==> src/rtl/pipe_sel_mux_pkg.sv <==
// Shared types for the pipelined N:1 select stage.
package pipe_sel_mux_pkg;

    // Occupancy of the output stage: main register, then main plus skid.
    typedef enum logic [1:0] {
        ST_EMPTY = 2'd0,
        ST_ONE   = 2'd1,
        ST_TWO   = 2'd2
    } st_e;

endpackage

==> src/rtl/pipe_sel_mux_mux_nxw.sv <==
// Combinational N-way, W-bit selector with out-of-range select flag.
module mux_nxw #(
    parameter int WIDTH  = 5,
    parameter int NUM_IN = 4,
    parameter int SEL_W  = $clog2(NUM_IN)
) (
    input  logic [NUM_IN*WIDTH-1:0] a,
    input  logic [SEL_W-1:0]        s,
    output logic [WIDTH-1:0]        data,
    output logic                    err
);

    // Unmatched select values fall through to zero data.
    always_comb begin
        data = '0;
        err  = (int'(s) >= NUM_IN);
        for (int k = 0; k < NUM_IN; k++) begin
            if (s == SEL_W'(k)) data = a[k*WIDTH +: WIDTH];
        end
    end

endmodule

==> src/rtl/pipe_sel_mux.sv <==
// N-way selector feeding a registered valid/ready output stage, optional skid.
module pipe_sel_mux
    import pipe_sel_mux_pkg::*;
#(
    parameter int WIDTH  = 5,
    parameter int NUM_IN = 4,
    parameter bit SKID   = 1'b1,
    localparam int SEL_W = $clog2(NUM_IN)
) (
    input  logic                    CLK,
    input  logic                    CLRN,
    input  logic [NUM_IN*WIDTH-1:0] A,
    input  logic [SEL_W-1:0]        S,
    input  logic                    in_valid,
    output logic                    in_ready,
    input  logic                    flush,
    output logic [WIDTH-1:0]        Y,
    output logic [SEL_W-1:0]        y_sel,
    output logic                    y_err,
    output logic                    out_valid,
    input  logic                    out_ready
);

    localparam int EW = WIDTH + SEL_W + 1;

    logic [WIDTH-1:0] m_data;
    logic             m_err;
    logic [EW-1:0]    in_ent;
    logic [EW-1:0]    main_d;
    logic             load_main;
    logic             pop;

    mux_nxw #(.WIDTH(WIDTH), .NUM_IN(NUM_IN), .SEL_W(SEL_W)) u_mux (
        .a    (A),
        .s    (S),
        .data (m_data),
        .err  (m_err)
    );

    assign in_ent = {m_data, S, m_err};
    assign pop    = out_valid & out_ready;

    generate
        if (SKID) begin : g_skid
            st_e           st, st_nx;
            logic          acc;
            logic          load_skid;
            logic          from_skid;
            logic [EW-1:0] skid_q;

            // in_ready decodes registered state only, so out_ready never reaches it.
            assign in_ready  = (st != ST_TWO);
            assign out_valid = (st != ST_EMPTY);
            assign acc       = in_valid & in_ready;
            assign main_d    = from_skid ? skid_q : in_ent;

            always_comb begin
                st_nx     = st;
                load_main = 1'b0;
                load_skid = 1'b0;
                from_skid = 1'b0;
                if (flush) begin
                    st_nx = ST_EMPTY;
                end else begin
                    case (st)
                        ST_EMPTY: if (acc) begin
                            st_nx     = ST_ONE;
                            load_main = 1'b1;
                        end
                        ST_ONE: begin
                            if (acc && !pop) begin
                                st_nx     = ST_TWO;
                                load_skid = 1'b1;
                            end else if (!acc && pop) begin
                                st_nx = ST_EMPTY;
                            end else if (acc) begin
                                load_main = 1'b1;
                            end
                        end
                        ST_TWO: if (pop) begin
                            st_nx     = ST_ONE;
                            load_main = 1'b1;
                            from_skid = 1'b1;
                        end
                        default: st_nx = ST_EMPTY;
                    endcase
                end
            end

            always_ff @(posedge CLK or negedge CLRN) begin
                if (!CLRN) st <= ST_EMPTY;
                else       st <= st_nx;
            end

            always_ff @(posedge CLK or negedge CLRN) begin
                if (!CLRN)          skid_q <= '0;
                else if (load_skid) skid_q <= in_ent;
            end
        end else begin : g_noskid
            logic vld_q;
            logic acc;

            assign in_ready  = ~vld_q | out_ready;
            assign out_valid = vld_q;
            assign acc       = in_valid & in_ready;
            assign load_main = acc & ~flush;
            assign main_d    = in_ent;

            always_ff @(posedge CLK or negedge CLRN) begin
                if (!CLRN)      vld_q <= 1'b0;
                else if (flush) vld_q <= 1'b0;
                else if (acc)   vld_q <= 1'b1;
                else if (pop)   vld_q <= 1'b0;
            end
        end
    endgenerate

    always_ff @(posedge CLK or negedge CLRN) begin
        if (!CLRN)          {Y, y_sel, y_err} <= '0;
        else if (load_main) {Y, y_sel, y_err} <= main_d;
    end

endmodule
==> config.mk <==
export PLATFORM = sky130hd
export DESIGN_NAME = pipe_sel_mux
export DESIGN_NICKNAME = d
export VERILOG_FILES = /design/src/rtl/pipe_sel_mux_pkg.sv /design/src/rtl/pipe_sel_mux_mux_nxw.sv /design/src/rtl/pipe_sel_mux.sv
export SDC_FILE = /design/constraint.sdc
export NUM_CORES = 1
export LEC_CHECK = 0
export ABC_AREA = 1
export BUFFER_PORTS_ARGS = -buffer_cell sky130_fd_sc_hd__buf_2
export CORE_UTILIZATION = 30
export DETAILED_ROUTE_END_ITERATION = 6
export GPL_TIMING_DRIVEN = 0
export HOLD_SLACK_MARGIN = 0.03
export PLACE_DENSITY = 0.51
export SLEW_MARGIN = 20
export SYNTH_ARGS = -nofsm -noshare
export SYNTH_HDL_FRONTEND = slang
export SYNTH_SLANG_ARGS = --single-unit
==> constraint.sdc <==
create_clock -name CLK -period 1.93 [get_ports CLK]
set_input_delay 0.193 -clock CLK [delete_from_list [all_inputs] [get_ports CLK]]
set_output_delay 0.193 -clock CLK [all_outputs]
set_load 0.01 [all_outputs]
==> flow_summary.toml <==
[yosys]
synth_area_per_cell_sq_um = 6.979
sequential_element_share_of_the_synthesized_area = 0.4250
syn_inst = 135
count_of_flip_flops_with_a_built_in_enable_after_synthesis = 0
syn_nets = 162
synth_cell_types = 19
synth_top_flop_cell = "sky130_fd_sc_hd__dfrtp_1"
synth-async-reset-ratio = 1.000
yosys_register_bits = 16
post_synth_instance_area_sq_um = 942.2
synth.yosys.warnings = 0

[cts]
numCtsBuffers = 3
post_cts_buffers = 0
cts_tree = "done"
post_cts_resize_count = 0
cts-root-buf = "sky130_fd_sc_hd__clkbuf_4"
insertion_delay_ns = 0.28
tritoncts_num_sinks = 16
hold_buffers = 1
clockBufferDepth = 2
number_of_levels_in_the_clock_h_tree = 1
worst_setup_hold_path_clk_slew_ns = 0.09

[floorplan]
io-pin-count = 37
chipHeight_um = 58.04
die-area_sq_um = 3369
coreArea_sq_um = 2877
start_util = 0.3275
dieWidth_um = 58.04
placementRows = 19

[drt]
antenna_left = 0
detail_route.iter0.violations = 28
detail_route.first_pass.iterations = 7
drc = 2
via_count = 925
drt-wirelength-per-cell_um = 9.588
drt-total-wl_um = 2071
drt-vias-per-instance = 4.282

[pwr]
power.density_cell_area_nw_per_um2 = 815.6
internal_power_mw = 0.6741
net-switching-power_mw = 0.3137
max-vdd-ir-drop_mv = 0.2102
comb_power_share = 0.285
seq_power_share = 0.494
power_frac_clock = 0.221
leakage_power_figure_nw = 0.6915
fin_total_pwr_mw = 0.9879
sw_ratio = 0.3176

[sta]
final.setup_skew_ns = 0.0006527
finalSetupViolations = 0
hold_violations = 0
finalSetupTns_ns = 0
post-route-period-util = 0.7253
final-max-slew-violation-count = 0
maximum_frequency_from_static_timing_analysis_mhz = 714.4
setup_repair_after_global_routing_missed_its_margin = "false"
final.min_clock_period_ns = 1.400
final.hold.worst_slack_ns = 0.2387

[placement]
dpl.hpwl_um = 1641
buffer_ports.inserted = 34
place_congestion = 0.8359

[critical_path]
endpoint_kind = "flip-flop"
worst-path-max-fanout = 10
crit_family = "simple AND/OR/NAND/NOR gates"
worst_r2r_path_cells = 5
cp_data_arrival_time_ns = 1.56
r2r-start = "g_skid.st[1]"
cp.buffers_inverters = 1
worst_path_largest_cell_delay_ns = 0.45
worstSetupStartpointType = "flip-flop"
worstSetupPathType = "flip-flop to flip-flop"
timing.critical_path.slowest_stage_cell = "sky130_fd_sc_hd__dfrtp_1"
ff2ff_setup_slack_ns = 0.53
crit_required_ns = 2.09
cell_by_cell_listing_of_the_critical_path = "nor2_1 -> nand4_1 -> buf_2 -> nand2_1 -> o21ai_0"
r2r-end = "g_skid.skid_q[6]"

[global_route]
overflow = 0
largest_net_degree_at_the_start_of_global_routing = 17
antenna_found_initial = 0
grt_util_all_layers = 0.1364
vias_in_the_first_global_route = 848
grt_first_pass_wirelength_um = 3629

[hold_path]
holdPathStages = 4
worstHoldStart = "flush"
hold-path-endpoint = "g_skid.st[0]"
holdCritPathClass = "input pin to flip-flop"

[final_layout]
final_layout_size_suffix_gt1_frac = 0.3161
synthToLayoutAreaGrowth_pct = 28.55
n_antenna_cell = 0
num-nets-final = 202

[flow_run]
maxCapViolations = 0

[outcome]
run_status = "finished with violations"
failed_checks = "design-rule violations"
-- layer usage --
layer | up-vias | routed length (um) | part of all wire | global-route usage
met2 | 39 | 898 | 0.43 | 0.2151
met5 | - | 0 | 0 | 0
met3 | 2 | 101 | 0.049 | 0.01339
li1 | 503 | - | - | -
met1 | 381 | 1052 | 0.51 | 0.1892
met4 | 0 | 18 | 0.0087 | 0.06122
-- Yosys cell counts (2+ instances only) --
master,instances,area [sq um]
sky130_fd_sc_hd__inv_1,6,22.52
sky130_fd_sc_hd__o21ai_0,10,50.05
sky130_fd_sc_hd__or2_2,6,37.54
sky130_fd_sc_hd__nand2_2,2,12.51
sky130_fd_sc_hd__buf_4,3,22.52
sky130_fd_sc_hd__nand2_1,52,195.2
sky130_fd_sc_hd__nand3_1,15,75.07
sky130_fd_sc_hd__buf_2,2,10.01
sky130_fd_sc_hd__nor2_1,13,48.80
sky130_fd_sc_hd__o21ai_1,2,10.01
sky130_fd_sc_hd__dfrtp_1,16,400.4
-- placed cells by master, fill, tap and decap left out, drive strengths merged --
cell type	n
nor2	14
a21oi	1
o21ai	12
conb	1
dfrtp	16
nand3	16
inv	6
buf	40
nand4	1
dlygate4sd3	1
or2	8
nand2	54
clkbuf	4
-- sequential cells by signal (all words and copies together), names as in the netlist --
name           count
g_skid.st          2
Y                  5
y_sel              2
g_skid.skid_q      7
-- tightest hold or removal path, delay by kind of cell --
kind            cells  cell delay, ns
compound gates      1            0.04
buf+inv             1            0.09
simple gates        2            0.16
-- cell type report --
type	count	area [sq um]
fill	309	1665
multi-input combinational	107	475.5
sequential	16	400.4
timing repair buffer	35	180.2
tap	42	52.55
buffer	6	43.79
clock buffer	4	36.28
inverter	6	22.52
-- cell families (layout without fill, tap and decap cells) --
group           after synthesis  in the layout  synth area share
simple gates                 93             93            0.4316
flops                        16             16            0.4250
compound gates               13             13           0.06905
buf+inv                      12             51           0.07038
other cells                   1              1          0.003980
-- metrics by stage --
| step | instance area, sq um | utilization | setup WS, ns | cells |
|---|---|---|---|---|
| after floorplan | 942.2 | - | 0.7534 | 135 |
| after global routing | 1211 | 0.4211 | 0.3654 | 216 |
| after CTS | 1211 | 0.4211 | 0.4902 | 216 |
| final | 1211 | 0.4211 | 0.5302 | 216 |
| after global placement | 1165 | 0.4050 | 0.5648 | 211 |
| after detailed placement | 1165 | 0.4050 | 0.5078 | 211 |
-- power by group through the flow --
| stage | sequential, mW | clock (mW) | combinational (mW) |
|---|---|---|---|
| floorplan | 0.503 | 0 | 0.159 |
| global placement | 0.491 | 0 | 0.278 |
| detailed placement | 0.493 | 0 | 0.283 |
| CTS | 0.487 | 0.232 | 0.285 |
| global route | 0.500 | 0.246 | 0.324 |
| finish | 0.488 | 0.219 | 0.281 |
-- how the worst max path moves through the flow --
stage | cells after the start | endpoint | slack [ns] | startpoint
2_1_floorplan | 7 | Y[0] | 0.75 | g_skid.st[0]
3_3_place_gp | 5 | g_skid.skid_q[4] | 0.56 | g_skid.st[1]
3_5_place_dp | 5 | g_skid.skid_q[6] | 0.51 | g_skid.st[1]
4_1_cts | 5 | g_skid.skid_q[6] | 0.49 | g_skid.st[1]
5_1_grt | 5 | g_skid.skid_q[7] | 0.37 | g_skid.st[1]
6_report | 5 | g_skid.skid_q[6] | 0.53 | g_skid.st[1]
(Power assumes the default switching activity.)
